File: src/rtl/lift_pkg.sv
// Shared lift definitions: hall-call request codes, button indices, travel
// directions and the button-index/request-code translation helpers.
package lift_pkg;

    localparam int NUM_REQ = 6;

    localparam logic [2:0] C_NONE = 3'b000;
    localparam logic [2:0] C_1U   = 3'b001;
    localparam logic [2:0] C_2U   = 3'b010;
    localparam logic [2:0] C_3U   = 3'b011;
    localparam logic [2:0] C_2D   = 3'b110;
    localparam logic [2:0] C_3D   = 3'b111;
    localparam logic [2:0] C_4D   = 3'b100;

    localparam int B_1U = 0;
    localparam int B_2U = 1;
    localparam int B_3U = 2;
    localparam int B_2D = 3;
    localparam int B_3D = 4;
    localparam int B_4D = 5;

    typedef enum logic [1:0] {
        STAY = 2'b00,
        UP   = 2'b01,
        DOWN = 2'b10
    } dir_e;

    function automatic logic [2:0] idx_to_code(input logic [2:0] idx);
        case (idx)
            3'd0:    return C_1U;
            3'd1:    return C_2U;
            3'd2:    return C_3U;
            3'd3:    return C_2D;
            3'd4:    return C_3D;
            3'd5:    return C_4D;
            default: return C_NONE;
        endcase
    endfunction

    // Unknown codes (including C_NONE) map to an empty mask so nothing is cleared.
    function automatic logic [NUM_REQ-1:0] code_to_onehot(input logic [2:0] code);
        logic [NUM_REQ-1:0] oh;
        oh = '0;
        case (code)
            C_1U:    oh[B_1U] = 1'b1;
            C_2U:    oh[B_2U] = 1'b1;
            C_3U:    oh[B_3U] = 1'b1;
            C_2D:    oh[B_2D] = 1'b1;
            C_3D:    oh[B_3D] = 1'b1;
            C_4D:    oh[B_4D] = 1'b1;
            default: oh = '0;
        endcase
        return oh;
    endfunction

endpackage

File: src/rtl/lift_req_scheduler_if.sv
// Button/lift-FSM side signals of the request scheduler; the scheduler uses
// the slave view, whoever drives buttons and done uses the master view.
interface lift_req_scheduler_if #(
    parameter int PW = 3
);
    import lift_pkg::*;

    logic [NUM_REQ-1:0] btn;
    logic               done;
    logic [2:0]         req_code;
    logic               q_empty;
    logic [NUM_REQ-1:0] pend;
    logic [PW:0]        occ;

    modport master (
        output btn,
        output done,
        input  req_code,
        input  q_empty,
        input  pend,
        input  occ
    );

    modport slave (
        input  btn,
        input  done,
        output req_code,
        output q_empty,
        output pend,
        output occ
    );

endinterface

File: src/rtl/lift_req_fifo.sv
// Small synchronous FIFO with occupancy count; the head entry is visible
// combinationally so the lift FSM can latch it on the pop edge.
module lift_req_fifo #(
    parameter int DEPTH = 8,
    parameter int PW    = 3,
    parameter int DW    = 3
) (
    input  logic          clk,
    input  logic          rst,
    input  logic          push_i,
    input  logic [DW-1:0] data_i,
    input  logic          pop_i,
    output logic [DW-1:0] data_o,
    output logic [PW:0]   occ_o,
    output logic          empty_o,
    output logic          full_o
);

    localparam logic [PW-1:0] LAST     = PW'(DEPTH - 1);
    localparam logic [PW:0]   FULL_OCC = (PW + 1)'(DEPTH);

    logic [DW-1:0] mem_q [DEPTH];
    logic [PW-1:0] wr_q, wr_d;
    logic [PW-1:0] rd_q, rd_d;
    logic [PW:0]   occ_q, occ_d;
    logic          do_push;
    logic          do_pop;

    assign empty_o = (occ_q == '0);
    assign full_o  = (occ_q == FULL_OCC);
    assign do_push = push_i & ~full_o;
    assign do_pop  = pop_i & ~empty_o;
    assign data_o  = mem_q[rd_q];
    assign occ_o   = occ_q;

    // Explicit wrap keeps the pointers correct for non-power-of-two depths.
    always_comb begin
        wr_d  = wr_q;
        rd_d  = rd_q;
        occ_d = occ_q;
        if (do_push) begin
            wr_d = (wr_q == LAST) ? '0 : wr_q + PW'(1);
        end
        if (do_pop) begin
            rd_d = (rd_q == LAST) ? '0 : rd_q + PW'(1);
        end
        case ({do_push, do_pop})
            2'b10:   occ_d = occ_q + (PW + 1)'(1);
            2'b01:   occ_d = occ_q - (PW + 1)'(1);
            default: occ_d = occ_q;
        endcase
    end

    always_ff @(posedge clk) begin
        if (rst) begin
            wr_q  <= '0;
            rd_q  <= '0;
            occ_q <= '0;
        end else begin
            wr_q  <= wr_d;
            rd_q  <= rd_d;
            occ_q <= occ_d;
        end
    end

    always_ff @(posedge clk) begin
        if (do_push) begin
            mem_q[wr_q] <= data_i;
        end
    end

endmodule

File: src/rtl/lift_req_scheduler.sv
// Hall-call scheduler: dedupes button presses, queues them first-come-first-
// served and hands the head request to the lift FSM whenever it is idle.
module lift_req_scheduler #(
    parameter int DEPTH = 8,
    parameter int PW    = 3
) (
    input  logic                 clk,
    input  logic                 rst,
    lift_req_scheduler_if.slave  bus
);
    import lift_pkg::*;

    logic [NUM_REQ-1:0] pend_q, pend_d;
    logic [NUM_REQ-1:0] waiting_q, waiting_d;
    logic [NUM_REQ-1:0] pop_oh;
    logic [NUM_REQ-1:0] pend_kept;
    logic [NUM_REQ-1:0] accept;
    logic [NUM_REQ-1:0] push_oh;
    logic [NUM_REQ-1:0] push_mask;
    logic [2:0]         head;
    logic [2:0]         push_code;
    logic [PW:0]        occ;
    logic               empty;
    logic               full;
    logic               pop;
    logic               push;

    assign pop    = bus.done & ~empty;
    assign pop_oh = pop ? code_to_onehot(head) : '0;
    assign push   = (|waiting_q) & ~full;

    // A press of the code being popped this edge is a fresh request, so the
    // pop clears pend before the press is judged.
    for (genvar gi = 0; gi < NUM_REQ; gi++) begin : g_req
        assign pend_kept[gi] = pend_q[gi] & ~pop_oh[gi];
        assign accept[gi]    = bus.btn[gi] & ~pend_kept[gi];
        if (gi == 0) begin : g_first
            assign push_oh[gi] = waiting_q[gi];
        end else begin : g_rest
            assign push_oh[gi] = waiting_q[gi] & ~(|waiting_q[gi-1:0]);
        end
    end

    always_comb begin
        push_code = C_NONE;
        for (int i = 0; i < NUM_REQ; i++) begin
            if (push_oh[i]) begin
                push_code = idx_to_code(3'(i));
            end
        end
    end

    assign push_mask = push ? push_oh : '0;
    assign pend_d    = pend_kept | accept;
    assign waiting_d = (waiting_q & ~push_mask) | accept;

    always_ff @(posedge clk) begin
        if (rst) begin
            pend_q    <= '0;
            waiting_q <= '0;
        end else begin
            pend_q    <= pend_d;
            waiting_q <= waiting_d;
        end
    end

    lift_req_fifo #(
        .DEPTH (DEPTH),
        .PW    (PW),
        .DW    (3)
    ) u_fifo (
        .clk     (clk),
        .rst     (rst),
        .push_i  (push),
        .data_i  (push_code),
        .pop_i   (pop),
        .data_o  (head),
        .occ_o   (occ),
        .empty_o (empty),
        .full_o  (full)
    );

    assign bus.req_code = empty ? C_NONE : head;
    assign bus.q_empty  = empty;
    assign bus.pend     = pend_q;
    assign bus.occ      = occ;

endmodule

File: src/flat_wrapper.sv
// flat-port wrapper written by rule: the top's interface ports become plain ports
module lift_req_scheduler_flat import lift_pkg::*;
#(
    parameter int DEPTH = 8,
    parameter int PW    = 3
)
  (clk, rst, bus_btn, bus_done, bus_req_code, bus_q_empty, bus_pend, bus_occ);
  lift_req_scheduler_if #(.PW(PW)) bus_i ();
  input  logic clk;
  input  logic rst;
  input wire logic [$bits(bus_i.btn)-1:0] bus_btn;
  input wire logic [$bits(bus_i.done)-1:0] bus_done;
  output wire logic [$bits(bus_i.req_code)-1:0] bus_req_code;
  output wire logic [$bits(bus_i.q_empty)-1:0] bus_q_empty;
  output wire logic [$bits(bus_i.pend)-1:0] bus_pend;
  output wire logic [$bits(bus_i.occ)-1:0] bus_occ;
  assign bus_i.btn = bus_btn;
  assign bus_i.done = bus_done;
  assign bus_req_code = bus_i.req_code;
  assign bus_q_empty = bus_i.q_empty;
  assign bus_pend = bus_i.pend;
  assign bus_occ = bus_i.occ;
  lift_req_scheduler #(.DEPTH(DEPTH), .PW(PW)) u_core (.clk(clk), .rst(rst), .bus(bus_i));
endmodule
File: config.mk
export PLATFORM = sky130hd
export DESIGN_NAME = lift_req_scheduler_flat
export DESIGN_NICKNAME = d
export VERILOG_FILES = /design/src/rtl/lift_pkg.sv /design/src/rtl/lift_req_scheduler_if.sv /design/src/rtl/lift_req_fifo.sv /design/src/rtl/lift_req_scheduler.sv /design/src/flat_wrapper.sv
export SDC_FILE = /design/constraint.sdc
export NUM_CORES = 1
export LEC_CHECK = 0
export CAP_MARGIN = 20
export CORE_MARGIN = 1
export CORE_UTILIZATION = 50
export CTS_CLUSTER_SIZE = 14
export DETAILED_ROUTE_END_ITERATION = 7
export DONT_BUFFER_PORTS = 1
export GPL_ROUTABILITY_DRIVEN = 0
export SYNTH_ARGS = -nofsm -noshare
export SYNTH_HDL_FRONTEND = slang
export SYNTH_SLANG_ARGS = --single-unit
File: constraint.sdc
create_clock -name clk -period 5.7 [get_ports clk]
set_clock_uncertainty 0.05 [all_clocks]
set_input_delay 1.71 -clock clk [delete_from_list [all_inputs] [get_ports clk]]
set_output_delay 1.71 -clock clk [all_outputs]
set_load 0.05 [all_outputs]
======== Yosys cells after proc, flatten, opt, wreduce, memory -nomap -nowiden ========
Memories as Yosys holds them, arrays and structs flattened. A register that Yosys moved wholly into a read port is not among the register bits.
Index checks and enable logic that the tools add are counted.
storage, ports and cells
  RAM bits ................................ 24
  input bits .............................. 9
  memories kept ........................... 1
  logic and storage cells ................. 94
  register bits ........................... 22
memories
  name                 depth  bits a word  rd ports  clocked after Yosys merged registers in  wr ports  line                 text
  u_core.u_fifo.mem_q  8      3            1         1                                        1         lift_req_fifo.sv:22  logic [DW-1:0] mem_q [DEPTH];
operators by class
  bitwise logic cells ..................... 44
  mux-type cells .......................... 22
  reduce and logical (&&, ||, !) cells .... 7
  equality and inequality tests ........... 11
  add/sub/neg operators ................... 4
operators by type and width
  cell                   number
  $mux W3                8
  $and A1 B1 Y1          21
  $not A1 Y1             19
  $eq A3 B3 Y1 const B   5
  $mux W6                2
  $or A6 B6 Y6           2
  $mux W1                9
  $pmux W4 S2            1
  $add A3 B1 Y3 const B  2
  $and A6 B6 Y6          1
  $eq A3 B2 Y1 const B   2
  $not A6 Y6             1
  $reduce_or A6 Y1       1
  $reduce_or A5 Y1       1
  $add A4 B1 Y4 const B  1
  $eq A4 B4 Y1 const B   1
  $logic_not A4 Y1       1
  $mux W2                2
  $reduce_or A4 Y1       1
  $sub A4 B1 Y4 const B  1
  $eq A3 B1 Y1 const B   1
  $reduce_or A3 Y1       1
  $eq A2 B1 Y1 const B   1
  $eq A2 B2 Y1 const B   1
  other kinds (2)        2

======== Longest topological paths before layout ========
Gate-level depths: netlist of the first run.
  depth after elaboration ................. 9
  gate-level depth with buffers ........... 11
  mapped depth without buffers ............ 10

======== Modules after synthesis ========
Synthesis of the first run repeated with hierarchy kept, for this count alone.
unflattened totals
  cells, all modules ...................... 180
  area, all modules ....................... 2168.3 um2
modules (own cells, without submodules)
  module              area an instance (um2)  sequential area each (um2)  instances  cells an instance
  lift_req_fifo       1601.5                  980.9                       1          113
  lift_req_scheduler  566.8                   240.2                       1          67

======== Least setup slack after synthesis of the first run ========
No wires, ideal clock.
  kind .................................... register to output
  from .................................... register u_core.u_fifo.occ_q[1] (netlist: u_core.u_fifo.occ_o[1])
  to ...................................... output bus_req_code[0]
  data arrival time ....................... 1852 ps
  buffers on the path ..................... 1
  stages on the path, launching flop included .. 4
  slack ................................... 2088 ps
  cells stage by stage .................... dfxtp_1 -> buf_2 -> nor4_4 -> nor2_1
on the way
  cells in the longest elaborated chain, start to end .. 2
RTL lines
  what                    line                      text
  from (decl)             lift_req_fifo.sv:25       logic [PW:0] occ_q, occ_d;
  from (signal assigned)  lift_req_fifo.sv:58       occ_q <= '0;
  from (signal assigned)  lift_req_fifo.sv:62       occ_q <= occ_d;
  $logic_not A4 Y1        lift_req_fifo.sv:29       assign empty_o = (occ_q == '0);
  named net bus_q_empty   flat_wrapper.sv:14        output wire logic [$bits(bus_i.q_empty)-1:0] bus_q_empty;
  $mux W3                 lift_req_scheduler.sv:83  assign bus.req_code = empty ? C_NONE : head;
  to (decl)               flat_wrapper.sv:13        output wire logic [$bits(bus_i.req_code)-1:0] bus_req_code;
The timed path passes the listed nets, and every way through them passes these cells.

======== Worst setup path in the final report of the first run ========
  from .................................... register u_core.u_fifo.occ_q[0] (netlist: u_core.u_fifo.occ_o[0])
  to ...................................... output bus_req_code[2]
Same word-level chain as after synthesis.

==> results of run 1 <==
flip-flops by register name, summed over array words and instances (netlist names), named ones only:
signal and count:
u_core.u_fifo.mem_q 24, u_core.bus.pend 6, u_core.waiting_q 6, u_core.u_fifo.occ_o 4, u_core.u_fifo.rd_q 3, u_core.u_fifo.wr_q 3
worst max path at each step:
stage	startpoint	slack [ns]	to	cells past startpoint
5_1_grt	flip-flop	1.60	bus_req_code[2]	4
3_3_place_gp	u_core.u_fifo.occ_o[0]	2.04	bus_req_code[1]	2
2_1_floorplan	u_core.u_fifo.occ_o[1]	2.09	bus_req_code[0]	3
4_1_cts	u_core.u_fifo.occ_o[0]	1.67	bus_req_code[2]	2
6_report	u_core.u_fifo.occ_o[0]	1.68	bus_req_code[2]	2
3_5_place_dp	u_core.u_fifo.occ_o[0]	2.01	bus_req_code[2]	2
per-layer routing:
layer,share of wire (%),global-route usage [%]
met1,47,24.8
met3,3.6,3.78
met4,1.4,6.35
met2,48,29.9
met5,0,0
layout by cell type (no fill, tap or decap), types with 2 or more instances in the layout:
master                      instances
sky130_fd_sc_hd__a211oi_2           2
sky130_fd_sc_hd__a21o_1             2
sky130_fd_sc_hd__a21oi_1           18
sky130_fd_sc_hd__a22o_1             2
sky130_fd_sc_hd__a311oi_1           4
sky130_fd_sc_hd__bufinv_16          2
sky130_fd_sc_hd__clkbuf_8           5
sky130_fd_sc_hd__dfxtp_1           25
sky130_fd_sc_hd__edfxtp_1          24
sky130_fd_sc_hd__ha_1               7
sky130_fd_sc_hd__inv_1              7
sky130_fd_sc_hd__mux2i_1            4
sky130_fd_sc_hd__mux2i_4            2
sky130_fd_sc_hd__mux4_2             4
sky130_fd_sc_hd__nand2_1           16
sky130_fd_sc_hd__nand2b_1           5
sky130_fd_sc_hd__nand3_1            2
sky130_fd_sc_hd__nand3b_1           2
sky130_fd_sc_hd__nor2_1            19
sky130_fd_sc_hd__nor2b_1            5
sky130_fd_sc_hd__nor3_1             6
sky130_fd_sc_hd__o21ai_0            3
sky130_fd_sc_hd__o21ai_1            4
sky130_fd_sc_hd__o21bai_1           2
sky130_fd_sc_hd__or3_1              3
sky130_fd_sc_hd__xor2_1             4
final cells by class:
cell class	count	area, µm²
Clock inverter	3	65.1
Inverter	8	30.0
Tap cell	52	65.1
Sequential cell	49	1220
Multi-Input combinational cell	134	986
Clock buffer	5	68.8
Fill cell	359	1920
report_power, final:
group	leakage, nW	internal (mW)	total [mW]	switching [mW]
combinational	0.385	0.174	0.474	0.301
sequential	0.427	0.443	0.569	0.126
clock	0.0681	0.174	0.290	0.116
cells by family after synthesis:
| family | count (synthesis) |
|---|---|
| and+or+nand+nor | 69 |
| DFF | 49 |
| AOI/OAI and AO/OA | 43 |
| buffers and inverters | 15 |
| muxes | 11 |
| adders and majority gates | 7 |
| xor gates and xnor gates | 4 |
per-stage QoR:
step / worst slack [ns] / cells
global route: 1.60 / 251
CTS: 1.67 / 251
global placement: 2.04 / 243
detailed placement: 2.01 / 243
finish: 1.68 / 251
floorplan: 2.09 / 198
worst max-delay path, stage by stage, from the launching register on:
cell and delay (ns):
sky130_fd_sc_hd__dfxtp_1 0.59, sky130_fd_sc_hd__nor4_4 0.90, sky130_fd_sc_hd__nor2_1 0.46
==> impl_metrics.yaml, run 1 <==
setup_path:
  worstRegToRegCells: 10
  path_max_fanout: 8
  reg2reg_slack_ns: 2.36
  timing.critical_path.to_type: "output port"
  worstPathRequired_ns: 3.94
  timing.critical_path.from_type: "flip-flop"
  critical_setup_path_class: "flip-flop to output port"
  timing.rr.start: "u_core.u_fifo.occ_o[0]"
  critPathArrivalTime_ns: 2.26
  reg2reg_end: "u_core.u_fifo.occ_o[2]"
drt:
  detail_route.iter0.violations: 77
  post_drt_wl_per_cell_um: 16.5
  drc_errors: 0
  firstDrtPassIters: 4
  ant_nets: 0
  detail_route.vias_per_cell: 5.92
  vias: 1485
  wl_um: 4140
floorplanning:
  die_x_um: 69.4
  floorplan.initialDensity_pct: 52.2
  die_y_um: 69.4
  floorplan.io_pins: 23
  fp.dieArea_mm2: 0.00482
  core.rowCount: 24
  core_area_mm2: 0.00435
sta:
  grt_setup_unrepaired: "no"
  period_needed_ns: 4.02
  slew_viol_final: 0
  finalCritPeriodShare_pct: 70.5
  timing.final.setup_violations: 0
  timing.fmax_ghz: 0.249
  timing_hold_violations_final: 0
  worst_pin_slew_ns: 0.901
  whs_ns: 0.438
  fin_tns_setup_ns: 0
  timing.max_slew.rel_slack_pct: 39.5
clock_tree:
  cts.hold.buffers_added: 0
  post-cts-setup-buffer-count: 0
  htree_levels: 2
  cts_made_buffers: 5
  clock_sink_count: 49
  cts_max_path_buffers: 2
  worstSkewPairLatency_ns: 0.30
  tritoncts: "yes"
  postCtsResizedCells: 0
  ctsRootBufferMaster: "sky130_fd_sc_hd__clkbuf_8"
  clkTransAtPathRegs_ns: 0.09
logic_synthesis:
  leading_area_contributor_after_synthesis: "sky130_fd_sc_hd__edfxtp_1"
  yosys_warnings: 0
  async_reset_ff_share_pct: 0
  synth_top_family_by_area: "simple AND/OR/NAND/NOR gates"
  synth_xor_xnor_area_share_pct: 1.54
  post_synth.cell_area_avg_um2: 11.5
  yosys.cell_count.top_type: "sky130_fd_sc_hd__dfxtp_1"
  synth-adder-area-share_pct: 3.85
  synth_simple_gate_area_share_pct: 16.9
  yosys_most_used_dff: "sky130_fd_sc_hd__dfxtp_1"
  netlist_instances: 198
  synth.net_count: 214
  synth.mux.area_fraction_pct: 8.20
  synth_top_cells_by_area: "sky130_fd_sc_hd__edfxtp_1, sky130_fd_sc_hd__dfxtp_1, sky130_fd_sc_hd__a21oi_1"
  synthDominantCellAreaShare_pct: 31.7
  synth_commonest_cells: "sky130_fd_sc_hd__dfxtp_1, sky130_fd_sc_hd__edfxtp_1, sky130_fd_sc_hd__nor2_1, sky130_fd_sc_hd__a21oi_1, sky130_fd_sc_hd__nand2_1"
  synth-seq-area-share_pct: 53.7
  synth_area_in_compound_gates_pct: 12.9
  synth_edf_count: 24
  yosys_register_bits: 49
  yosysUniqueCellTypes: 46
  post_synth_instance_area_mm2: 0.00227
status:
  run_status: "finished, final reports clean"
final_layout:
  design.final.nets: 214
  antenna_cells_inserted: 0
  summed_area_of_non_filler_cells_in_the_final_layout_mm2: 0.00244
  finish.utilization_pct: 55.9
  proportion_of_layout_cells_with_a_drive_suffix_above_1_pct: 13.1
  area_growth_syn_to_layout_pct: 7.21
grt:
  grt_start_max_net_pins: 24
  antenna_found_initial: 0
  global_route_wire_length_before_repair_um: 6960
  number_of_global_route_vias_before_repair: 1470
  grt.overflow.total: 0
  grt_use_total_pct: 18.5
min_path:
  holdPathStages: 2
  hold_path_class: "flip-flop to flip-flop"
  hold_path.startpoint: "u_core.u_fifo.rd_q[1]"
pwr:
  worst_ir_drop_vdd_mv: 0.328
  totalPowerFinal_mw: 1.33
  cellLeakagePower_nw: 0.881
  ratio_of_total_power_to_cell_area_mw_per_mm2: 548
run:
  max_cap_violations: 0
placement:
  placement.cell_area_mm2: 0.00230
  buffer_ports.inserted: 0
  hpwlAfterDp_um: 3090
Power figures use the tool's default switching activity.
==> inputs of run 2 (changes only) <==
--- a/config.mk
+++ b/config.mk
@@ -12,6 +12,7 @@
 export DETAILED_ROUTE_END_ITERATION = 7
 export DONT_BUFFER_PORTS = 1
 export GPL_ROUTABILITY_DRIVEN = 0
+export PLACE_DENSITY = 0.68
 export SYNTH_ARGS = -nofsm -noshare
 export SYNTH_HDL_FRONTEND = slang
 export SYNTH_SLANG_ARGS = --single-unit
==> constraint.sdc (replaced) <==
create_clock -name clk -period 3.35 [get_ports clk]
set_clock_uncertainty 0.05 [all_clocks]
set_input_delay 1.005 -clock clk [delete_from_list [all_inputs] [get_ports clk]]
set_output_delay 1.005 -clock clk [all_outputs]
set_load 0.05 [all_outputs]
==> impl_metrics.yaml, run 2 (synthesis gave the netlist of run 1 again) <==
status:
  run_status: "finished, final reports clean"
placement:
  placement.cell_area_mm2: 0.00236
  hpwlAfterDp_um: 3300
  post-place-ws_ns: 0.526
  buffer_ports.inserted: 0
final_layout:
  proportion_of_layout_cells_with_a_drive_suffix_above_1_pct: 15.9
  registers.top_by_ff_count: "u_core.u_fifo.mem_q"
  antenna_cells_inserted: 0
  area_growth_syn_to_layout_pct: 9.09
  finish.utilization_pct: 56.9
  most-common-layout-cells: "sky130_fd_sc_hd__dfxtp_1, sky130_fd_sc_hd__edfxtp_1, sky130_fd_sc_hd__nor2_1, sky130_fd_sc_hd__a21oi_1, sky130_fd_sc_hd__nand2_1"
  layout_commonest_cell: "sky130_fd_sc_hd__dfxtp_1"
  summed_area_of_non_filler_cells_in_the_final_layout_mm2: 0.00248
  largest_reg_flops: 24
  design.final.nets: 222
setup_path:
  critical_path.max_stage_delay_ns: 0.60
  timing.critical_path.to_type: "output port"
  critical_path.slowest_cell: "sky130_fd_sc_hd__dfxtp_1"
  worstPathRequired_ns: 2.29
  timing.critical_path.from_type: "flip-flop"
  path_max_fanout: 8
  critical_setup_path_class: "flip-flop to output port"
  critPathArrivalTime_ns: 2.01
  crit_path_cell_trace: "mux4_2 > mux2i_4 > nor2_1 > buf_4"
grt:
  global_route_wire_length_before_repair_um: 7180
  grt_start_max_net_pins: 24
  number_of_global_route_vias_before_repair: 1473
  antenna_found_initial: 0
  grt.overflow.total: 0
  grt_use_total_pct: 19.4
clock_tree:
  cts_max_path_buffers: 2
  post-cts-setup-buffer-count: 0
  clkTransAtPathRegs_ns: 0.08
  tritoncts: "yes"
  htree_levels: 2
  postCtsResizedCells: 0
  worstSkewPairLatency_ns: 0.29
  clock_sink_count: 49
  cts.hold.buffers_added: 0
  ctsRootBufferMaster: "sky130_fd_sc_hd__clkbuf_8"
  cts_made_buffers: 5
floorplanning:
  floorplan.io_pins: 23
  die_y_um: 69.4
  fp.dieArea_mm2: 0.00482
  die_x_um: 69.4
  core_area_mm2: 0.00435
  floorplan.initialDensity_pct: 52.2
  core.rowCount: 24
sta:
  timing.fmax_ghz: 0.326
  grt_setup_unrepaired: "no"
  smallest_setup_slack_after_layout_ns: 0.281
  timing.final.setup_violations: 0
  finalCritPeriodShare_pct: 91.6
  slew_viol_final: 0
  fin_tns_setup_ns: 0
  timing_hold_violations_final: 0
  period_needed_ns: 3.07
  worst_pin_slew_ns: 0.587
  timing.max_slew.rel_slack_pct: 60.8
pwr:
  cellLeakagePower_nw: 0.912
  ratio_of_total_power_to_cell_area_mw_per_mm2: 923
  worst_ir_drop_vdd_mv: 0.381
  totalPowerFinal_mw: 2.29
drt:
  vias: 1486
  firstDrtPassIters: 4
  drc_errors: 0
  ant_nets: 0
  post_drt_wl_per_cell_um: 16.5
  detail_route.iter0.violations: 66
  wl_um: 4290
  detail_route.vias_per_cell: 5.74
run:
  max_cap_violations: 0
min_path:
  hold_path_class: "flip-flop to flip-flop"
run 2: cell count changes in the layout (fill, tap and decap cells not counted), sizes merged:
cell / before / now
clkinv: 1 / 0
bufinv: 2 / 1
buf: 0 / 8
clkbuf: 5 / 7
run 2: metal layers:
metal | up-vias | share of wire, % | global-route usage [%]
li1 | 732 | - | -
met1 | 721 | 42 | 22.9
met2 | 29 | 54 | 34.7
met3 | 4 | 3.8 | 5.09
met4 | 0 | 0.68 | 5.22
met5 | - | 0 | 0
run 2: worst paths after layout:
path	startpoint	cells after the start	endpoint	slack, ns
hold reg to reg	u_core.u_fifo.rd_q[1]	2	flip-flop	0.44
hold / removal	u_core.u_fifo.rd_q[1]	2	flip-flop	0.44
setup / recovery	flip-flop	4	bus_req_code[1]	0.28
setup reg to reg	u_core.u_fifo.occ_o[3]	10	u_core.u_fifo.occ_o[2]	0.50
run 2: where the power goes:
part	internal [mW]	switching, mW	total (mW)
Combinational	0.368	0.594	0.962
Clock	0.243	0.182	0.425
Sequential	0.754	0.145	0.899
run 2: critical path: cells and delay by family (launching register included):
family	cells	cell delay (ns)
mux	2	0.86
flops	1	0.60
buf+inv	1	0.19
simple gates	1	0.07
run 2: area by class of cell:
class / count / area, µm²
inverter: 8 / 30.0
fill: 364 / 1880
timing repair buffer: 8 / 60.1
tap: 52 / 65.1
multi-input combinational: 134 / 986
sequential: 49 / 1220
clock buffer: 7 / 86.3
clock inverter: 1 / 30.0
run 2: per-stage QoR:
| stage | instances | hold slack, ns |
|---|---|---|
| finish | 259 | 0.438 |
| global route | 259 | 0.457 |
| CTS | 259 | 0.438 |
| global placement | 251 | 0.414 |
| detailed placement | 251 | 0.423 |
| floorplan | 198 | 0.404 |
==> inputs of run 3 (changes only) <==
--- a/config.mk
+++ b/config.mk
@@ -12,6 +12,7 @@
 export DETAILED_ROUTE_END_ITERATION = 7
 export DONT_BUFFER_PORTS = 1
 export GPL_ROUTABILITY_DRIVEN = 0
+export MAX_ROUTING_LAYER = met4
 export PLACE_DENSITY = 0.68
 export SYNTH_ARGS = -nofsm -noshare
 export SYNTH_HDL_FRONTEND = slang
==> impl_metrics.yaml, run 3 (synthesis gave the netlist of run 1 again) <==
clock_tree:
  cts_max_path_buffers: 2
  clock_sink_count: 49
  htree_levels: 2
  clkTransAtPathRegs_ns: 0.08
  tritoncts: "yes"
  cts_made_buffers: 5
  worstSkewPairLatency_ns: 0.29
  cts.hold.buffers_added: 0
  ctsRootBufferMaster: "sky130_fd_sc_hd__clkbuf_8"
  postCtsResizedCells: 0
  post-cts-setup-buffer-count: 0
pwr:
  comb_power_share_pct: 42.1
  cellLeakagePower_nw: 0.912
  ratio_of_total_power_to_cell_area_mw_per_mm2: 923
  share_of_power_burned_in_the_clock_network_pct: 18.6
  power_switching_mw: 0.922
  switching_fraction_of_total_power_pct: 40.3
  worst_ir_drop_vdd_mv: 0.381
  p_int_mw: 1.37
  sequential_cell_fraction_of_total_power_pct: 39.3
drt:
  vias: 1489
  detail_route.iter0.violations: 66
  detail_route.vias_per_cell: 5.75
  post_drt_wl_per_cell_um: 16.6
  wl_um: 4300
  drc_errors: 0
  firstDrtPassIters: 4
  ant_nets: 0
floorplanning:
  floorplan.initialDensity_pct: 52.2
  core.rowCount: 24
  die_x_um: 69.4
  fp.dieArea_mm2: 0.00482
  floorplan.io_pins: 23
  core_area_mm2: 0.00435
  die_y_um: 69.4
sta:
  smallest_setup_slack_after_layout_ns: 0.281
  timing.final.setup_violations: 0
  fin_tns_setup_ns: 0
  slew_viol_final: 0
  timing_hold_violations_final: 0
  timing.max_slew.rel_slack_pct: 60.7
  worst_pin_slew_ns: 0.588
  finalCritPeriodShare_pct: 91.6
  grt_setup_unrepaired: "no"
  timing.fmax_ghz: 0.326
  period_needed_ns: 3.07
setup_path:
  timing.critical_path.to_type: "output port"
  reg2reg_end: "u_core.u_fifo.occ_o[2]"
  reg2reg_slack_ns: 0.50
  critical_setup_path_class: "flip-flop to output port"
  worstPathRequired_ns: 2.29
  timing.rr.start: "u_core.u_fifo.occ_o[3]"
  worstRegToRegCells: 10
  worst_setup_path_endpoint: "bus_req_code[1]"
  critPathArrivalTime_ns: 2.01
  path_max_fanout: 8
  timing.critical_path.from_type: "flip-flop"
final_layout:
  largest_reg_flops: 24
  design.final.nets: 222
  registers.top_by_ff_count: "u_core.u_fifo.mem_q"
  area_growth_syn_to_layout_pct: 9.09
  antenna_cells_inserted: 0
  proportion_of_layout_cells_with_a_drive_suffix_above_1_pct: 15.9
  layout_commonest_cell: "sky130_fd_sc_hd__dfxtp_1"
  finish.utilization_pct: 56.9
  most-common-layout-cells: "sky130_fd_sc_hd__dfxtp_1, sky130_fd_sc_hd__edfxtp_1, sky130_fd_sc_hd__nor2_1, sky130_fd_sc_hd__a21oi_1, sky130_fd_sc_hd__nand2_1"
grt:
  grt_start_max_net_pins: 24
  grt.overflow.total: 0
  global_route_wire_length_before_repair_um: 7190
  grt_use_total_pct: 20.0
  number_of_global_route_vias_before_repair: 1468
  antenna_found_initial: 0
status:
  run_status: "finished, final reports clean"
placement:
  hpwlAfterDp_um: 3300
  post-place-ws_ns: 0.526
  buffer_ports.inserted: 0
min_path:
  hold_path_class: "flip-flop to flip-flop"
run:
  max_cap_violations: 0
## run 3: cell counts in the layout (fill, tap and decap cells not counted)
No cell type changed its count.
## run 3: power groups by stage
stage               combinational (mW)  sequential, mW  clock [mW]
finish                           0.964           0.899       0.425
detailed placement               0.966           0.914           0
global route                      1.05           0.918       0.456
global placement                 0.934           0.905           0
floorplan                        0.731           0.928           0
CTS                              0.968           0.900       0.434
## run 3: layer usage
layer / track usage [%] / up-vias / wire length [µm]
li1: - / 732 / -
met1: 23.0 / 722 / 1820
met2: 34.7 / 31 / 2310
met3: 5.09 / 4 / 145
met4: 5.22 / 0 / 29
met5: - / - / 0
## run 3: stage by stage
step | cells | cell area [µm²] | hold slack, ns | power, mW
after floorplan | 198 | 2270 | 0.404 | 1.66
after global placement | 251 | 2360 | 0.414 | 1.84
after detailed placement | 251 | 2360 | 0.423 | 1.88
after CTS | 259 | 2480 | 0.438 | 2.30
after global routing | 259 | 2480 | 0.457 | 2.42
final | 259 | 2480 | 0.438 | 2.29
## run 3: cell type report
| type | instances | area (µm²) |
|---|---|---|
| Inverter | 8 | 30.0 |
| Tap cell | 52 | 65.1 |
| Multi-Input combinational cell | 134 | 986 |
| Timing Repair Buffer | 8 | 60.1 |
| Clock buffer | 7 | 86.3 |
| Sequential cell | 49 | 1220 |
| Fill cell | 364 | 1880 |
| Clock inverter | 1 | 30.0 |
## run 3: worst min-delay path by stage
| stage | slack [ns] | start | cells past startpoint | to |
|---|---|---|---|---|
| final | 0.44 | u_core.u_fifo.rd_q[1] | 2 | flip-flop |
| after floorplan | 0.40 | u_core.u_fifo.rd_q[1] | 2 | flip-flop |
| after global routing | 0.46 | u_core.u_fifo.rd_q[1] | 2 | flip-flop |
| after global placement | 0.41 | u_core.u_fifo.rd_q[1] | 2 | u_core.u_fifo.rd_q[1] |
| after detailed placement | 0.42 | u_core.u_fifo.rd_q[2] | 2 | u_core.u_fifo.rd_q[2] |
| after CTS | 0.44 | u_core.u_fifo.rd_q[2] | 2 | u_core.u_fifo.rd_q[2] |
## run 3: worst max-delay path, cell delays in order (launching register included)
cell	delay, ns
sky130_fd_sc_hd__dfxtp_1	0.60
sky130_fd_sc_hd__mux4_2	0.59
sky130_fd_sc_hd__mux2i_4	0.27
sky130_fd_sc_hd__nor2_1	0.07
sky130_fd_sc_hd__buf_4	0.19
